$ cat src/rtl/bridge_pkg.sv
// Shared types and ASCII constants for the UART-to-bus bridge chain.
package bridge_pkg;

    typedef enum logic [2:0] {
        ST_IDLE = 3'd0,
        ST_ADDR = 3'd1,
        ST_DATA = 3'd2,
        ST_TERM = 3'd3,
        ST_DROP = 3'd4
    } parse_state_e;

    localparam logic [7:0] ASCII_R  = 8'h52;
    localparam logic [7:0] ASCII_W  = 8'h57;
    localparam logic [7:0] ASCII_CR = 8'h0D;
    localparam logic [7:0] ASCII_LF = 8'h0A;

    function automatic logic is_term(input logic [7:0] code);
        return (code == ASCII_CR) || (code == ASCII_LF);
    endfunction

endpackage

$ cat src/rtl/hex_decode.sv
// Combinational ASCII hex digit decoder (0-9, A-F, a-f).
module hex_decode (
    input  logic [7:0] code,
    output logic [3:0] nibble,
    output logic       is_hex
);

    // Map an ASCII character to its nibble value and flag legal digits
    always_comb begin
        nibble = 4'h0;
        is_hex = 1'b0;
        if ((code >= 8'h30) && (code <= 8'h39)) begin
            nibble = code[3:0];
            is_hex = 1'b1;
        end else if (((code >= 8'h41) && (code <= 8'h46)) ||
                     ((code >= 8'h61) && (code <= 8'h66))) begin
            // Letters A-F/a-f carry 1..6 in the low nibble
            nibble = code[3:0] + 4'h9;
            is_hex = 1'b1;
        end else begin
            nibble = 4'h0;
            is_hex = 1'b0;
        end
    end

endmodule

$ cat src/rtl/bus_msg_parser.sv
// Parses ASCII "R<addr>" / "W<addr><data>" messages from a UART byte stream
// into single-cycle bus transactions; malformed messages raise error_o.
module bus_msg_parser
    import bridge_pkg::*;
#(
    parameter int ADDR_WIDTH = 16,
    parameter int DATA_WIDTH = 16
) (
    input  logic                  clk,
    input  logic                  rst,
    input  logic [7:0]            data_i,
    input  logic                  valid_i,
    output logic [ADDR_WIDTH-1:0] addr_o,
    output logic [DATA_WIDTH-1:0] wdata_o,
    output logic [DATA_WIDTH-1:0] rdata_o,
    output logic                  rw_o,
    output logic                  valid_o,
    output logic                  error_o
);

    localparam int NA    = ADDR_WIDTH / 4;
    localparam int ND    = DATA_WIDTH / 4;
    localparam int NMAX  = (NA > ND) ? NA : ND;
    localparam int CNT_W = $clog2(NMAX + 1);
    localparam logic [CNT_W-1:0] ADDR_LAST = CNT_W'(NA - 1);
    localparam logic [CNT_W-1:0] DATA_LAST = CNT_W'(ND - 1);

    parse_state_e          state_r, state_nx_s;
    logic [CNT_W-1:0]      cnt_r, cnt_nx_s;
    logic [ADDR_WIDTH-1:0] addr_sh_r, addr_nx_s;
    logic [DATA_WIDTH-1:0] data_sh_r, data_nx_s;
    logic                  rw_r, rw_nx_s;
    logic                  fire_s, err_s;
    logic [3:0]            nibble_s;
    logic                  is_hex_s;
    logic                  is_term_s;

    hex_decode u_hex_decode (
        .code   (data_i),
        .nibble (nibble_s),
        .is_hex (is_hex_s)
    );

    assign is_term_s = is_term(data_i);
    assign rdata_o   = {DATA_WIDTH{1'b0}};

    // Parser state, digit counter and shift registers
    always_ff @(posedge clk) begin
        if (rst) begin
            state_r   <= ST_IDLE;
            cnt_r     <= {CNT_W{1'b0}};
            addr_sh_r <= {ADDR_WIDTH{1'b0}};
            data_sh_r <= {DATA_WIDTH{1'b0}};
            rw_r      <= 1'b0;
        end else begin
            state_r   <= state_nx_s;
            cnt_r     <= cnt_nx_s;
            addr_sh_r <= addr_nx_s;
            data_sh_r <= data_nx_s;
            rw_r      <= rw_nx_s;
        end
    end

    // Next-state, digit accumulation and transaction/error decisions
    always_comb begin
        state_nx_s = state_r;
        cnt_nx_s   = cnt_r;
        addr_nx_s  = addr_sh_r;
        data_nx_s  = data_sh_r;
        rw_nx_s    = rw_r;
        fire_s     = 1'b0;
        err_s      = 1'b0;
        if (valid_i) begin
            case (state_r)
                ST_IDLE: begin
                    if ((data_i == ASCII_R) || (data_i == ASCII_W)) begin
                        state_nx_s = ST_ADDR;
                        rw_nx_s    = (data_i == ASCII_W);
                        cnt_nx_s   = {CNT_W{1'b0}};
                        addr_nx_s  = {ADDR_WIDTH{1'b0}};
                        data_nx_s  = {DATA_WIDTH{1'b0}};
                    end else if (is_term_s) begin
                        state_nx_s = ST_IDLE;
                    end else begin
                        state_nx_s = ST_DROP;
                        err_s      = 1'b1;
                    end
                end
                ST_ADDR: begin
                    if (is_hex_s) begin
                        addr_nx_s = ADDR_WIDTH'({addr_sh_r, nibble_s});
                        if (cnt_r == ADDR_LAST) begin
                            cnt_nx_s   = {CNT_W{1'b0}};
                            state_nx_s = rw_r ? ST_DATA : ST_TERM;
                        end else begin
                            cnt_nx_s = cnt_r + {{(CNT_W-1){1'b0}}, 1'b1};
                        end
                    end else if (is_term_s) begin
                        state_nx_s = ST_IDLE;
                        err_s      = 1'b1;
                    end else begin
                        state_nx_s = ST_DROP;
                        err_s      = 1'b1;
                    end
                end
                ST_DATA: begin
                    if (is_hex_s) begin
                        data_nx_s = DATA_WIDTH'({data_sh_r, nibble_s});
                        if (cnt_r == DATA_LAST) begin
                            cnt_nx_s   = {CNT_W{1'b0}};
                            state_nx_s = ST_TERM;
                        end else begin
                            cnt_nx_s = cnt_r + {{(CNT_W-1){1'b0}}, 1'b1};
                        end
                    end else if (is_term_s) begin
                        state_nx_s = ST_IDLE;
                        err_s      = 1'b1;
                    end else begin
                        state_nx_s = ST_DROP;
                        err_s      = 1'b1;
                    end
                end
                ST_TERM: begin
                    if (is_term_s) begin
                        state_nx_s = ST_IDLE;
                        fire_s     = 1'b1;
                    end else begin
                        state_nx_s = ST_DROP;
                        err_s      = 1'b1;
                    end
                end
                ST_DROP: begin
                    if (is_term_s) begin
                        state_nx_s = ST_IDLE;
                    end else begin
                        state_nx_s = ST_DROP;
                    end
                end
                default: begin
                    state_nx_s = ST_IDLE;
                end
            endcase
        end else begin
            state_nx_s = state_r;
        end
    end

    // Registered bus outputs; address/data hold until the next transaction
    always_ff @(posedge clk) begin
        if (rst) begin
            addr_o  <= {ADDR_WIDTH{1'b0}};
            wdata_o <= {DATA_WIDTH{1'b0}};
            rw_o    <= 1'b0;
            valid_o <= 1'b0;
            error_o <= 1'b0;
        end else begin
            valid_o <= fire_s;
            error_o <= err_s;
            if (fire_s) begin
                addr_o  <= addr_sh_r;
                wdata_o <= rw_r ? data_sh_r : {DATA_WIDTH{1'b0}};
                rw_o    <= rw_r;
            end else begin
                addr_o  <= addr_o;
                wdata_o <= wdata_o;
                rw_o    <= rw_o;
            end
        end
    end

endmodule

$ cat config.mk
export PLATFORM = sky130hd
export DESIGN_NAME = bus_msg_parser
export DESIGN_NICKNAME = d
export VERILOG_FILES = /design/src/rtl/bridge_pkg.sv /design/src/rtl/hex_decode.sv /design/src/rtl/bus_msg_parser.sv
export SDC_FILE = /design/constraint.sdc
export NUM_CORES = 1
export LEC_CHECK = 0
export ABC_CLOCK_PERIOD_IN_PS = 5700
export BUFFER_PORTS_ARGS = -buffer_cell sky130_fd_sc_hd__clkbuf_2
export CAP_MARGIN = 20
export CORE_ASPECT_RATIO = 0.8
export CORE_MARGIN = 2
export CORE_UTILIZATION = 30
export CTS_CLUSTER_SIZE = 20
export DETAILED_ROUTE_END_ITERATION = 8
export PLACE_DENSITY_LB_ADDON = 0.15
export SLEW_MARGIN = 20
export SYNTH_ARGS = -nofsm -noshare
export SYNTH_HDL_FRONTEND = slang
export SYNTH_SLANG_ARGS = --single-unit
$ cat constraint.sdc
create_clock -name clk -period 5.7 [get_ports clk]
set_input_delay 0.285 -clock clk [delete_from_list [all_inputs] [get_ports clk]]
set_output_delay 0.285 -clock clk [all_outputs]
set_load 0.02 [all_outputs]
==> impl_metrics.json <==
{
  "areaGrowthSynthToFinish_pct": 19.03,
  "netlist_instances": 335,
  "antenna_found_initial": 0,
  "yosys.cell_types.count": 42,
  "hold_path.class": "in2reg",
  "drv_cap": 0,
  "io_pins": 62,
  "ctsHoldBuffers": 0,
  "placed_cells": 496,
  "r2r-start": "state_r[2]$_SDFFE_PP0P_",
  "rows": 32,
  "via_count": 2393,
  "clk_pin_slew_ps": 50,
  "reg2reg_to": "wdata_o[9]$_SDFFE_PP0P_",
  "fmax_ghz": 0.4239,
  "grt_setup_unrepaired": "no",
  "synthTopCellsByArea": "dfxtp_1 (50%), nand2_1 (7.7%), a22o_1 (7.6%)",
  "cts_buffers": 9,
  "port_buffers": 45,
  "viasPerCell": 4.674,
  "synthArstFlopShare": 0,
  "cts_tree": "built",
  "final_cells": 512,
  "dr.first_iter.drc_count": 109,
  "status": "finished, final reports clean",
  "r2r_setup_slack_ps": 3450,
  "grt_use_met3": 0.04601,
  "cp_data_arrival_time_ps": 2630,
  "cts_max_level": 3,
  "dieArea_sq_mm": 0.01079,
  "start_util": 0.3088,
  "cts_setup_buffers": 0,
  "ant_nets": 0,
  "synth_edf_count": 0,
  "syn-cell-area_sq_mm": 0.002992,
  "synth-compound-area-share": 0.2020,
  "grt-busiest-layer": "met2",
  "synth.largest_area_cell": "dfxtp_1",
  "grt_pass1_vias": 2088,
  "hold_end": "state_r[1]$_SDFFE_PP0P_",
  "leakagePower_nw": 1.336,
  "drive_gt1_frac": 0.1888,
  "numClockSinks": 74,
  "insertion_delay_ps": 330,
  "synthXorXnorAreaFrac": 0,
  "cp.required_ps": 5970,
  "clk_path_buf_depth": 2,
  "min_delay_path_depth": 3,
  "hold-worst-slack_ps": 274.0,
  "dr.pass1.iters": 4,
  "root_buffer": "clkbuf_16",
  "fillerInstances": 1034,
  "synth_top_family_by_area": "compound AO/OA/AOI/OAI gates",
  "post_drt_wl_per_cell_microns": 12.57,
  "drv_slew": 0,
  "fin_util": 0.3675,
  "path_class": "in2reg",
  "rr_worst_depth": 5,
  "ys_ff_latch": 74,
  "multi_input_area_sq_mm": 0.001370,
  "synthTopCellsByCount": "dfxtp_1 (74), nand2_1 (61), a21oi_1 (44)",
  "placed_area_sq_mm": 0.003278,
  "die_x_microns": 115.6,
  "ir_worst_vdd_mv": 0.1266,
  "muxShareOfSynthArea": 0.01380,
  "clock_skew_ps": 6.473,
  "synth_ff_type": "dfxtp_1",
  "worst_slew_pin_slew_ps": 974.3,
  "grtUsageMet2": 0.1730,
  "finalWirelength_microns": 6434,
  "met1_usage": 0.1721,
  "endpoint_kind": "flip-flop",
  "dp_hpwl_microns": 4357,
  "grt_max_degree": 52,
  "synth_most_common_cell": "dfxtp_1",
  "hold_start": "valid_i",
  "finalHoldViolations": 0,
  "syn_avg_cell_area_sq_um": 8.930,
  "diodes": 0,
  "grt_first_pass_wirelength_microns": 10380,
  "setup_tns_ps": 0,
  "synth_simple_gate_area_frac": 0.1932,
  "ctsResizeCount": 0,
  "setup_violations": 0,
  "seq_area_sq_mm": 0.001481,
  "synth_fa_ha_area_frac": 0.02091,
  "gp_congestion": 0.8151,
  "fp.dieH_microns": 93.32,
  "fin_crit_sh": 0.4138,
  "max-slew-margin-rel": 0.3505,
  "cellPowerDensity_mw_per_mm2": 303.8,
  "cp_max_fo": 13,
  "period_minus_slack_ps": 2359,
  "drc": 0,
  "startpoint_type": "input port",
  "globalRouteOverflowTotal": 0,
  "stdcell_area_sq_mm": 0.003561,
  "core_area_sq_mm": 0.009689,
  "ys_warn_count": 0,
  "seq_area_frac_synth": 0.4952,
  "yosysTopAreaCellShare": 0.4952,
  "finalNetCount": 387,
  "grt.total_usage": 0.1234
}
## registers in the layout, summed over array words and instances (netlist names)
signal / cells
addr_o: 16
addr_sh_r: 16
cnt_r: 3
data_sh_r: 16
error_o: 1
rw_o: 1
rw_r: 1
state_r: 3
valid_o: 1
wdata_o: 16
## worst max-delay path, stage by stage
cell      delay (ps)
clkbuf_2         130
inv_1             70
ha_1             210
nor3b_1          430
nor3b_4          110
o21ai_1          170
a211o_1          240
nor2b_1          720
a22o_1           250
## area by class of cell
cell class	instances	area share
clock buffers	10	0.06711
clock inverters	6	0.01160
well taps	136	0.04779
multi-input cells	234	0.3847
repair buffers	47	0.06746
flip-flops and latches	74	0.4160
inverters	5	0.005271
## where the power goes
group / total, mW / leakage (nW) / internal (mW) / switching [mW]
clock: 0.520 / 0.131 / 0.306 / 0.214
sequential: 0.519 / 0.596 / 0.518 / 0.00102
combinational: 0.0431 / 0.609 / 0.0101 / 0.0330
## cell usage in the layout (no fill, tap or decap), drive strengths merged, types with 3 or more instances in the layout
master	Yosys	routed
or4	3	3
or3	5	5
conb	1	16
nand3	17	17
nor3	4	4
o21ai	8	8
nor3b	4	4
o2bb2ai	3	3
nor2	8	8
ha	5	5
inv	5	6
clkbuf	19	54
mux2i	3	3
dfxtp	74	74
or4b	3	3
a21oi	45	45
clkinvlp	0	3
buf	18	3
a22o	26	26
nand2	61	61
nor2b	3	3
## worst max path at each step
stage	slack (ps)	to	start	cells past startpoint
6_report	3340	data_sh_r[6]$_SDFFE_PP0P_	data_i[1]	9
3_3_place_gp	2970	addr_sh_r[4]$_SDFFE_PP0P_	data_i[1]	9
3_5_place_dp	2830	addr_sh_r[5]$_SDFFE_PP0P_	data_i[1]	9
4_1_cts	3180	addr_sh_r[4]$_SDFFE_PP0P_	data_i[1]	9
5_1_grt	3080	data_sh_r[6]$_SDFFE_PP0P_	data_i[1]	9
2_1_floorplan	3500	data_sh_r[10]$_SDFFE_PP0P_	data_i[7]	7
## metal layers
| metal | vias to the layer above | wire length [microns] |
|---|---|---|
| li1 | 1226 | - |
| met1 | 1097 | 3436 |
| met3 | 12 | 331 |
| met4 | 0 | 81 |
| met2 | 58 | 2584 |
| met5 | - | 0 |
## metrics by stage
stage | total power, mW | setup WS, ps
2_1_floorplan | 0.5691 | 3501
3_3_place_gp | 0.5723 | 2972
3_5_place_dp | 0.5733 | 2835
4_1_cts | 1.098 | 3176
5_1_grt | 1.122 | 3076
6_report | 1.082 | 3341
## logic make-up after synthesis
family	after synthesis
muxes	4
AOI/OAI and AO/OA	92
buffers and inverters	42
other	1
and+or+nand+nor	117
DFF	74
adders and majority gates	5
(Power assumes the default switching activity.)
